$ cat config.mk
export PLATFORM = sky130hd
export DESIGN_NAME = fetch_stage
export DESIGN_NICKNAME = d
export VERILOG_FILES = /design/src/rtl/fetch_stage.sv
export SDC_FILE = /design/constraint.sdc
export NUM_CORES = 1
export LEC_CHECK = 0
export CORE_AREA = 2 2 116 118
export DETAILED_ROUTE_END_ITERATION = 6
export DIE_AREA = 0 0 118 120
export GPL_TIMING_DRIVEN = 0
export PLACE_DENSITY = 0.81
export SYNTH_ARGS = -nofsm -noshare
export SYNTH_HDL_FRONTEND = slang
export SYNTH_SLANG_ARGS = --single-unit
$ cat constraint.sdc
create_clock -name CLK -period 2.4 [get_ports CLK]
set_input_delay 0.36 -clock CLK [delete_from_list [all_inputs] [get_ports CLK]]
set_output_delay 0.36 -clock CLK [all_outputs]
set_load 0.01 [all_outputs]
$ cat src/rtl/fetch_stage.sv
// Instruction-fetch control and IF/ID latch: sequential fetch, branch/jump redirects,
// decode stalls and halt. A redirect that arrives while a read is outstanding is parked.
module fetch_stage #(
  parameter logic [31:0] PC_INCR   = 32'd4,
  parameter logic [31:0] NOP_INSTR = 32'h0000_0000
) (
  input  logic        CLK,
  input  logic        nRST,
  input  logic [31:0] current_pc,
  output logic        pc_wen,
  output logic [31:0] next_pc,
  output logic        imemREN,
  output logic [31:0] imemaddr,
  input  logic        ihit,
  input  logic [31:0] imemload,
  input  logic        redirect_en,
  input  logic [31:0] redirect_pc,
  input  logic        id_stall,
  input  logic        halt,
  output logic [31:0] ifid_instr,
  output logic [31:0] ifid_npc,
  output logic        ifid_valid
);

  typedef enum logic [1:0] {StFetch, StDrop, StHalt} state_e;

  state_e      state_q, state_d;
  logic [31:0] pend_q, pend_d;
  logic [31:0] instr_q, instr_d;
  logic [31:0] npc_q, npc_d;
  logic        valid_q, valid_d;
  logic [31:0] seq_pc;

  assign seq_pc     = current_pc + PC_INCR;
  assign imemaddr   = current_pc;
  assign ifid_instr = instr_q;
  assign ifid_npc   = npc_q;
  assign ifid_valid = valid_q;

  always_ff @(posedge CLK or negedge nRST) begin
    if (!nRST) begin
      state_q <= StFetch;
      pend_q  <= '0;
      instr_q <= NOP_INSTR;
      npc_q   <= '0;
      valid_q <= 1'b0;
    end else begin
      state_q <= state_d;
      pend_q  <= pend_d;
      instr_q <= instr_d;
      npc_q   <= npc_d;
      valid_q <= valid_d;
    end
  end

  always_comb begin
    state_d = state_q;
    pend_d  = pend_q;
    instr_d = instr_q;
    npc_d   = npc_q;
    valid_d = valid_q;
    pc_wen  = 1'b0;
    next_pc = seq_pc;
    imemREN = (state_q != StHalt);

    unique case (state_q)
      StFetch: begin
        if (halt) begin
          state_d = StHalt;
          valid_d = 1'b0;
          instr_d = NOP_INSTR;
        end else if (redirect_en) begin
          valid_d = 1'b0;
          instr_d = NOP_INSTR;
          if (ihit) begin
            pc_wen  = 1'b1;
            next_pc = redirect_pc;
          end else begin
            // Read still in flight: wait for it before retargeting the PC.
            pend_d  = redirect_pc;
            state_d = StDrop;
          end
        end else if (ihit) begin
          if (!id_stall) begin
            pc_wen  = 1'b1;
            instr_d = imemload;
            npc_d   = seq_pc;
            valid_d = 1'b1;
          end
        end else if (!id_stall) begin
          valid_d = 1'b0;
          instr_d = NOP_INSTR;
        end
      end
      StDrop: begin
        valid_d = 1'b0;
        instr_d = NOP_INSTR;
        if (halt) begin
          state_d = StHalt;
        end else if (ihit) begin
          pc_wen  = 1'b1;
          next_pc = redirect_en ? redirect_pc : pend_q;
          state_d = StFetch;
        end else if (redirect_en) begin
          pend_d = redirect_pc;
        end
      end
      StHalt: begin
        valid_d = 1'b0;
        instr_d = NOP_INSTR;
      end
      default: state_d = StFetch;
    endcase
  end

endmodule

# After elaboration in Yosys (flattened, before gate mapping)
# Cells that the tools add are included.
[classes] n_addsub=1 n_eq_ne=12 mux=38 bitwise=4 n_reduce_logical=8
[op_table] cell="32-bit two-way mux" n=16
[op_table] cell="32-bit one-hot mux with 2 select lines" n=3
[op_table] cell="32-bit by 3-bit adder with 32-bit output (second input constant)" n=1
[op_table] cell="2-bit != test (second input constant)" n=6
[op_table] cell="1-bit two-way mux" n=11
[op_table] cell="2-bit two-way mux" n=5
[op_table] cell="3-bit != test (second input constant)" n=3
[op_table] cell="2-bit one-hot mux with 3 select lines" n=1
[op_table] cell="6-bit AND reduction" n=1
[op_table] cell="5-bit AND reduction" n=1
[op_table] cell="4-bit != test (second input constant)" n=1
[op_table] cell="1-bit inverter" n=4
[op_table] cell="1-bit one-hot mux with 2 select lines" n=2
[op_table] cell="4-bit AND reduction" n=1
[op_table] cell="2-bit nonzero test" n=2
[op_table] cell="2-bit by 1-bit == test with 1-bit output (second input constant)" n=1
[op_table] cell="2-bit == test (second input constant)" n=1
[op_table] cell="2-bit logical NOT" n=1
[op_table] cell="2-bit AND reduction" n=1
[op_table] cell="2-bit OR reduction" n=1
[word_totals] regBits=99 inputBits=102 output_inout_bits=131 wordCells=68

# Longest topological paths before layout
# Gate-level depths: netlist of the first run.
[logic_depth] word_depth=5 depth_mapped=9 mapped_depth_nobuf=7

# Least setup slack after synthesis of the first run
# OpenSTA, ideal clock, no wires.
[synth_path] kind="flip-flop to output port" start="reg state_q[0]" end="out next_pc[11]" t_arrival_ns=1.857 t_required_ns=2.040 path_slack_ns=0.183 stages_incl_launch_ff=9 path_cell_list="dfrtp_1 inv_1 ha_1 clkbuf_1 nand2b_1 and2_1 a21oi_1 clkbuf_1 o21ai_0"
[synth_via] elab_chain_len=2 word_cells_on_any_way=3 cone_classes="eq/ne: 1; mux: 1; reduce/logical: 1"
[synth_rtl] item="start: declaration" line="27" rtl="state_e state_q, state_d;"
[synth_rtl] item="start signal: assignment" line="42" rtl="state_q <= StFetch;"
[synth_rtl] item="start signal: assignment" line="48" rtl="state_q <= state_d;"
[synth_rtl] item="2-bit by 1-bit == test with 1-bit output / 2-bit logical NOT (equally long branches)" line="66" rtl="unique case (state_q)"
[synth_rtl] item="32-bit one-hot mux with 2 select lines *" line="66"
[synth_rtl] item="end: declaration" line="11" rtl="output logic [31:0] next_pc,"
# Every way passes the cells marked *; elsewhere a longest branch is shown, timed or not.

# Final worst setup path of the first run
[layout_path] start="reg state_q[1]" end="out next_pc[23]"
# The elaborated chain is that of the path after synthesis.

==> results of run 1 <==
==> metal layers <==
metal / vias to the layer above / track usage
met5: - / 0
met4: 0 / 0.133
met3: 61 / 0.0737
met2: 374 / 0.504
met1: 2971 / 0.351
li1: 2617 / -
==> registers in the layout, indices dropped and copies added, names as in the netlist <==
register    cells
ifid_instr     32
state_q         2
ifid_valid      1
ifid_npc       32
pend_q         32
==> worst max-delay path, cell delays in order, from the launching register on <==
cell and delay [ns]:
dfrtp_1 0.40, inv_2 0.12, ha_4 0.18, nand3b_1 0.13, and2_4 0.19, a21oi_4 0.21, buf_6 0.15, a21boi_4 0.19
o22ai_2 0.13, buf_2 0.18
==> power breakdown <==
group | internal [mW] | leakage (nW) | switching, mW
Clock | 0.764 | 0.146 | 0.663
Sequential | 2.28 | 1.27 | 0.378
Combinational | 2.23 | 2.58 | 2.03
==> repair_timing <==
| action | in CTS | in global routing |
|---|---|---|
| hold endpoints to repair | 0 | 0 |
| hold buffers | 0 | 0 |
| endpoints found under the setup margin | 42 | 43 |
| pin swaps | 22 | 20 |
| cloned | 1 | 0 |
| setup buffers | 36 | 14 |
| gates resized for setup | 308 | 71 |
==> area by class of cell <==
type                    instances  share of cell area
inverters                      12             0.00494
well taps                     176              0.0242
clock buffers                  11              0.0277
clock inverters                 5             0.00398
plain buffers                  64              0.0509
flip-flops and latches         99               0.272
repair buffers                283               0.287
multi-input cells             389               0.329
==> stage by stage <==
stage / util / instances / area (um^2)
global route: 0.702 / 1039 / 9110
floorplan: - / 567 / 5580
global placement: 0.626 / 975 / 8120
CTS: 0.691 / 1026 / 8970
finish: 0.702 / 1039 / 9110
detailed placement: 0.627 / 976 / 8140
==> kinds of logic after synthesis <==
kind of cell    after synthesis  synth area share
fa+ha+maj                     5            0.0112
simple gates                154             0.140
flops                        99             0.444
xor+xnor                     25            0.0393
compound gates              155             0.190
buf+inv                      79            0.0767
mux                          50            0.0983
==> cells in the mapped netlist, drive strengths merged, types with 2 or more instances <==
cell type | n | area (um^2)
dfrtp | 99 | 2480
or2 | 5 | 33.8
a221o | 3 | 30.0
xor2 | 18 | 158
o211ai | 4 | 30.0
inv | 12 | 45.0
a21boi | 2 | 15.0
a22o | 32 | 280
and4 | 7 | 66.3
a21o | 3 | 22.5
and3 | 3 | 20.0
nand3 | 11 | 55.1
nand2b | 3 | 18.8
a31oi | 2 | 12.5
nand3b | 2 | 15.0
mux2 | 38 | 428
and2 | 6 | 38.8
a21oi | 11 | 55.1
clkbuf | 26 | 97.6
xnor2 | 7 | 61.3
o311ai | 7 | 61.3
o21ai | 49 | 245
o22ai | 13 | 81.3
o221ai | 3 | 26.3
mux2i | 12 | 120
a22oi | 20 | 150
nor2 | 33 | 126
nand2 | 62 | 235
nor3 | 2 | 10.0
buf | 41 | 285
ha | 5 | 62.6
nor4 | 4 | 61.3
nand4 | 13 | 81.3
nor2b | 2 | 12.5
==> path summary, 6_finish.rpt <==
check                              startpoint  slack, ns          end  depth (start not counted)
worst min-delay path                     nRST      0.005  ifid_npc[5]                          1
worst max register to register     state_q[0]      -0.02   pend_q[28]                          8
max in group asynchronous                nRST       1.70   state_q[0]                          2
worst min register to register     ifid_valid       0.49   ifid_valid                          1
worst max-delay path               state_q[1]      -0.20  next_pc[23]                          9
min in group CLK                current_pc[2]       0.24  ifid_npc[2]                          2
==> out/results.ini, run 1 <==
[outcome]
status=finished, violations left
failed_checks=negative setup slack

[drt]
wl_met1_um=8320
ant_nets=0
vias_per_cell=5.80
wl_per_cell_um=20.9
routed_wl_um=21800
num_vias=6023
drt_iter0_markers=605
dr_wl_met3_um=1930
detail_route.first_pass.iterations=5
drc=0
highest_layer=met4
met2WireLength_um=10800

[global_routing]
antenna_found_initial=0
grt_overflow_total=0
grt_pass1_wl_um=32500
grt_max_degree=58
track_usage=0.295
grt_pass1_vias=6083

[timing]
slew_viol_final=0
fin_worst_skew_ns=0.00691
tns_ns=-1.53
fin_hold_ws_ns=0.00512
fin_ws_ns=-0.201
rsz0062_at_grt=yes
slew_headroom=0.598
min_period_ns=2.60
hold_viol=0
setup_violations=25
fmax_mhz=384
finalCritPeriodShare=1.08
worst_pin_slew_ns=0.604

[setup_path]
worstPathRequired_ns=2.04
crit_fanout=5
end_kind=output port
path_class=reg -> out
crit_path_start_kind=flop
cp.arrival_ns=2.24

[pwr]
p_leak_nw=3.99
fin_total_pwr_mw=8.34
p_per_area_nw_per_um2=916
peakVddDrop_mv=0.526

[synth]
synth_edf_count=0
ys_seq_elements=99
syn_nets=674
syn_avg_cell_area_um2=9.84
ys.flop_type=dfrtp_1
synth_cells=567
ys_seq_area_frac=0.444
yosys_warnings=0
async_flop_share=1.00
synth_area_um2=5580
synth.distinct_cells=52

[floorplanning]
core_um2=13000
die_x_um=118
fp.dieArea_um2=14200
boundaryPins=233
fp-row-count=42
initial_core_util=0.430
die_y_um=120

[clock_tree]
cts_buffers=9
clk_pin_slew_ns=0.07
cts_sinks=99
cts-root-buf=clkbuf_16
htreeDepth=3
clockBufferDepth=2
cts_tree=built
worstSkewPairLatency_ns=0.35

[placement]
io_buffers=232
dpl_worst_slack_ns=-1.30
post-dp-hpwl_um=14800
place_congestion=0.844

[finish]
multi_input_area_um2=3000
fill_cells=936
mostFrequentLayoutCell=clkdlybuf4s50_1
seq_area_um2=2480
final_cell_mix=clkdlybuf4s50_1, dfrtp_1, buf_4
n_antenna_cell=0
nets=965
layout-drive-gt1-share=0.317
area_delta_synth_final_pct=63.4

[hold_path]
hold_path.class=in -> async

[flow_run]
cap_violations=0

Note: power is estimated with default switching activity, not from simulation.
==> inputs of run 2 (changes only) <==
clock period = 2.89 ns   (was 2.4 ns; I/O delays follow)
==> out/results.ini, run 2 (synthesized netlist as in run 1, its figures left out) <==
[timing]
min_period_ns=2.92
setup_violations=1  ; -96%
worst_pin_slew_ns=0.618  ; +0.0147 ns
fin_worst_skew_ns=0.00621  ; -0.000697 ns
slew_viol_final=0  ; unchanged
slew_headroom=0.588  ; -0.00979
fin_ws_ns=-0.0331  ; +0.168 ns
fmax_mhz=342
finalCritPeriodShare=1.01
hold_viol=0  ; unchanged
rsz0062_at_grt=yes

[global_routing]
grt_overflow_total=0  ; unchanged
antenna_found_initial=0  ; unchanged
grt_max_degree=58  ; unchanged
track_usage=0.277  ; -0.0177
grt_pass1_wl_um=30700  ; -5.6%
grt_pass1_vias=5793  ; -4.8%

[flow_run]
cap_violations=0  ; unchanged

[floorplanning]
die_y_um=120  ; unchanged
fp.dieArea_um2=14200  ; unchanged
initial_core_util=0.430  ; unchanged
fp-row-count=42  ; unchanged
boundaryPins=233  ; unchanged
die_x_um=118  ; unchanged
core_um2=13000  ; unchanged

[drt]
drc=0  ; unchanged
ant_nets=0  ; unchanged
routed_wl_um=20100  ; -7.8%
drt_iter0_markers=510  ; -16%
vias_per_cell=5.70  ; -1.7%
num_vias=5742  ; -4.7%
wl_per_cell_um=19.9  ; -5.0%
detail_route.first_pass.iterations=5  ; unchanged

[setup_path]
worstPathRequired_ns=2.46  ; +0.42 ns
cp_slowest_cell=o31a_2
reg2regPathDepth=7  ; -1
crit_end=next_pc[28]
rr_endpoint=pend_q[15]
r2r_start=state_q[0]
path_cells=dlygate4sd2_1, and4_4, nand4_1, o31a_2, o311ai_2, o311ai_2, dlygate4sd2_1
crit_fanout=6  ; +1
path_class=in -> out
timing.reg2reg.setup_slack_ns=0.39  ; +0.41 ns
cp.arrival_ns=2.49  ; +0.25 ns
crit_path_start_kind=input pin
crit_start=current_pc[23]
end_kind=output port
critPathMaxStageDelay_ns=0.43  ; +0.03 ns

[placement]
place_congestion=0.844  ; unchanged
post-dp-hpwl_um=14800  ; unchanged
io_buffers=232  ; unchanged
dpl_worst_slack_ns=-0.958  ; +0.343 ns

[finish]
layout-drive-gt1-share=0.208  ; -0.110
mostFrequentLayoutCell=clkdlybuf4s50_1
final_cell_mix=clkdlybuf4s50_1, dfrtp_1, nand2_1
n_antenna_cell=0  ; unchanged
area_delta_synth_final_pct=57.4
nets=934  ; -3.2%

[pwr]
fin_total_pwr_mw=6.51  ; -22%
peakVddDrop_mv=0.443  ; -16%
p_per_area_nw_per_um2=742  ; -19%
p_leak_nw=3.87  ; -3.1%

[clock_tree]
clockBufferDepth=2  ; unchanged
htreeDepth=3  ; unchanged
clk_pin_slew_ns=0.07  ; about the same
cts_tree=built
cts_sinks=99  ; unchanged
cts-root-buf=clkbuf_16
worstSkewPairLatency_ns=0.35  ; about the same
cts_buffers=9  ; unchanged

[outcome]
status=finished, violations left
failed_checks=negative setup slack

[hold_path]
hold_path.class=in -> async

==> run 2: cell count changes in the layout (fill, tap and decap cells not counted), sizes merged <==
cell           change
clkdlybuf4s15     -11
dlymetal6s2s       +8
dlygate4sd2       +42
clkdlybuf4s50      +6
buf               -71
clkbuf             -5
==> run 2: power by group <==
part | internal, mW | switching (mW)
clock network | 0.634 | 0.542
registers | 1.89 | 0.306
logic | 1.63 | 1.51
==> run 2: worst min-delay path by stage <==
stage,endpoint,slack [ns],cells after the start,startpoint
4_1_cts,ifid_npc[5],0.09,1,nRST
3_5_place_dp,ifid_npc[5],0.47,1,nRST
2_1_floorplan,ifid_instr[0],0.14,0,nRST
3_3_place_gp,ifid_valid,0.46,1,ifid_valid
6_report,ifid_npc[5],0.08,1,nRST
5_1_grt,ifid_npc[5],0.12,1,nRST
==> run 2: stage by stage <==
step / std cells / setup TNS (ns) / hold WS [ns] / util / instance area, um^2
3_3_place_gp: 975 / -248.19 / 0.461 / 0.626 / 8120
3_5_place_dp: 976 / -22.45 / 0.471 / 0.627 / 8140
2_1_floorplan: 567 / 0 / 0.138 / - / 5580
5_1_grt: 1008 / -0.112 / 0.122 / 0.676 / 8780
6_report: 1008 / -0.0331 / 0.0764 / 0.676 / 8780
4_1_cts: 1005 / -0.194 / 0.0941 / 0.671 / 8710
==> run 2: cell type report <==
type / instances / area (um^2)
plain buffers: 63 / 425
clock buffers: 11 / 253
clock inverters: 5 / 36.3
fillers: 1011 / 4200
inverters: 12 / 45.0
multi-input cells: 389 / 2860
flip-flops and latches: 99 / 2480
well taps: 176 / 220
repair buffers: 253 / 2460
==> run 2: timing repair <==
| item | 4_1_cts | 5_1_grt |
|---|---|---|
| hold buffers | 0 | 0 |
| cloned | 0 | 0 |
| endpoints found under the setup margin | 33 | 21 |
| resized for setup | 117 | 24 |
| setup buffers | 16 | 4 |
| pin swaps | 9 | 3 |
==> run 2: metal layers <==
metal / share of wire / global-route usage / wire, um / up-vias
met4: 0.028 / 0.106 / 557 / 0
li1: - / - / - / 2553
met5: 0 / 0 / 0 / -
met3: 0.092 / 0.0642 / 1840 / 50
met2: 0.49 / 0.471 / 9910 / 330
met1: 0.39 / 0.343 / 7750 / 2809
==> run 2: worst max-delay path: cells and delay by family <==
| kind | cells | cell delay [ns] |
|---|---|---|
| and+or+nand+nor | 2 | 0.43 |
| buffers and inverters | 2 | 0.69 |
| AOI/OAI and AO/OA | 3 | 0.93 |
==> inputs of run 3 (changes only) <==
PLACE_DENSITY = default   (was 0.81)
PLACE_DENSITY_LB_ADDON = 0.15   (was default)
==> out/results.ini, run 3 (synthesized netlist as in run 1, its figures left out) <==
[setup_path]
end_kind=output port
worstPathRequired_ns=2.46  ; about the same
reg2regPathDepth=7  ; unchanged
crit_path_start_kind=input pin
path_class=in -> out
timing.reg2reg.setup_slack_ns=0.47  ; +0.08 ns
crit_fanout=4  ; -2
cp.arrival_ns=2.39  ; -0.10 ns
r2r_start=state_q[0]
rr_endpoint=pend_q[14]

[floorplanning]
fp.dieArea_um2=14200  ; unchanged
initial_core_util=0.430  ; unchanged
die_y_um=120  ; unchanged
die_x_um=118  ; unchanged
core_um2=13000  ; unchanged
fp-row-count=42  ; unchanged
boundaryPins=233  ; unchanged

[clock_tree]
cts_sinks=99  ; unchanged
cts_buffers=9  ; unchanged
clockBufferDepth=2  ; unchanged
htreeDepth=3  ; unchanged
clk_pin_slew_ns=0.06  ; about the same
cts-root-buf=clkbuf_16
hold_buffers=0  ; unchanged
cts_tree=built
worstSkewPairLatency_ns=0.34  ; about the same

[timing]
fmax_mhz=354  ; +3.4%
hold_viol=0  ; unchanged
slew_viol_final=0  ; unchanged
tns_ns=0  ; +0.0331 ns
fin_ws_ns=0.0617  ; +0.0948 ns
slew_headroom=0.589  ; +0.00123
fin_worst_skew_ns=0.00939  ; +0.00319 ns
setup_violations=0  ; -1
worst_pin_slew_ns=0.616  ; -0.00184 ns
finalCritPeriodShare=0.979  ; -0.0328
min_period_ns=2.83  ; -0.0948 ns

[drt]
drc=0  ; unchanged
num_vias=5596  ; -2.5%
drt_iter0_markers=340  ; -33%
detail_route.first_pass.iterations=6  ; +1
vias_per_cell=5.51  ; -3.3%
wl_per_cell_um=19.3  ; -3.0%
ant_nets=0  ; unchanged
routed_wl_um=19600  ; -2.2%

[placement]
io_buffers=232  ; unchanged
dpl_worst_slack_ns=-1.02  ; -0.0630 ns
place_congestion=0.857  ; +1.6%
dp.cells=976  ; unchanged
place_area_um2=8140  ; unchanged
post-dp-hpwl_um=14400  ; -3.0%

[finish]
layout-drive-gt1-share=0.231  ; +0.0230
instances_no_fill=1016  ; +0.79%
final_cell_area_um2=8790  ; +0.11%
final_cell_mix=clkdlybuf4s50_1, dfrtp_1, buf_4
mostFrequentLayoutCell=clkdlybuf4s50_1
n_antenna_cell=0  ; unchanged
area_delta_synth_final_pct=57.5
final_util=0.677  ; +0.000772
nets=942  ; +0.86%

[pwr]
peakVddDrop_mv=0.358  ; -19%
p_leak_nw=3.82  ; -1.1%
p_per_area_nw_per_um2=741  ; -0.22%

[global_routing]
grt_pass1_vias=5858  ; +1.1%
antenna_found_initial=0  ; unchanged
grt_overflow_total=0  ; unchanged
grt_pass1_wl_um=30400  ; -0.94%
grt_max_degree=70  ; +21%
track_usage=0.273  ; -0.00367

[outcome]
status=completed

[hold_path]
hold_path.class=in -> async

[flow_run]
cap_violations=0  ; unchanged

[run 3: cell types whose count changed in the layout (fill, tap and decap cells not counted), sizes merged]
cell           change
clkdlybuf4s50      +2
clkinvlp           +3
dlymetal6s2s       -5
clkbuf             +7
buf               +12
bufinv             +1
clkinv             -4
dlygate4sd2       -11
clkdlybuf4s15      +3
[run 3: worst max-delay path, cell delays in order]
cell and delay [ns]:
clkdlybuf4s50_1 0.54, and4_4 0.26, nand4_1 0.11, o31a_2 0.42, o311ai_2 0.28, o311ai_2 0.16
buf_2 0.18
[run 3: metrics by stage]
step / power (mW) / hold slack [ns]
6_report: 6.51 / 0.0225
2_1_floorplan: 3.54 / 0.138
4_1_cts: 6.47 / 0.0262
3_3_place_gp: 5.04 / 0.462
3_5_place_dp: 5.13 / 0.388
5_1_grt: 6.88 / 0.0449
[run 3: routing by layer]
metal  vias to the layer above  global-route usage  wire (um)
li1                       2560                   -          -
met1                      2721               0.320       7880
met2                       269               0.477       9710
met3                        46              0.0713       1420
met4                         0               0.112        593
met5                         -                   0          0
[run 3: area by class of cell]
cell class | instances | area [um^2]
Clock buffer | 11 | 243
Multi-Input combinational cell | 389 | 2860
Clock inverter | 5 | 61.3
Timing Repair Buffer | 261 | 2460
Fill cell | 1065 | 4190
Sequential cell | 99 | 2480
Buffer | 63 | 413
Tap cell | 176 | 220
Inverter | 12 | 45.0
[run 3: where the power goes]
group / leakage [nW] / internal (mW) / switching, mW
Sequential: 1.27 / 1.89 / 0.297
Clock: 0.138 / 0.699 / 0.534
Combinational: 2.42 / 1.63 / 1.46
Total: 3.82 / 4.22 / 2.29
[run 3: worst max-delay path by stage]
stage,end,from,cells past startpoint,slack (ns)
after floorplan,next_pc[11],state_q[0],8,0.60
after global placement,ifid_npc[16],nRST,1,-2.30
after detailed placement,next_pc[28],current_pc[2],8,-1.02
after CTS,next_pc[24],current_pc[9],7,-0.02
after global routing,next_pc[7],state_q[1],9,-0.001
final,next_pc[28],current_pc[26],7,0.06
[run 3: timing repair]
item,4_1_cts,5_1_grt
gates cloned,1,0
pin swaps,13,9
setup endpoints to repair,33,22
resized for setup,125,36
buffers inserted,20,7
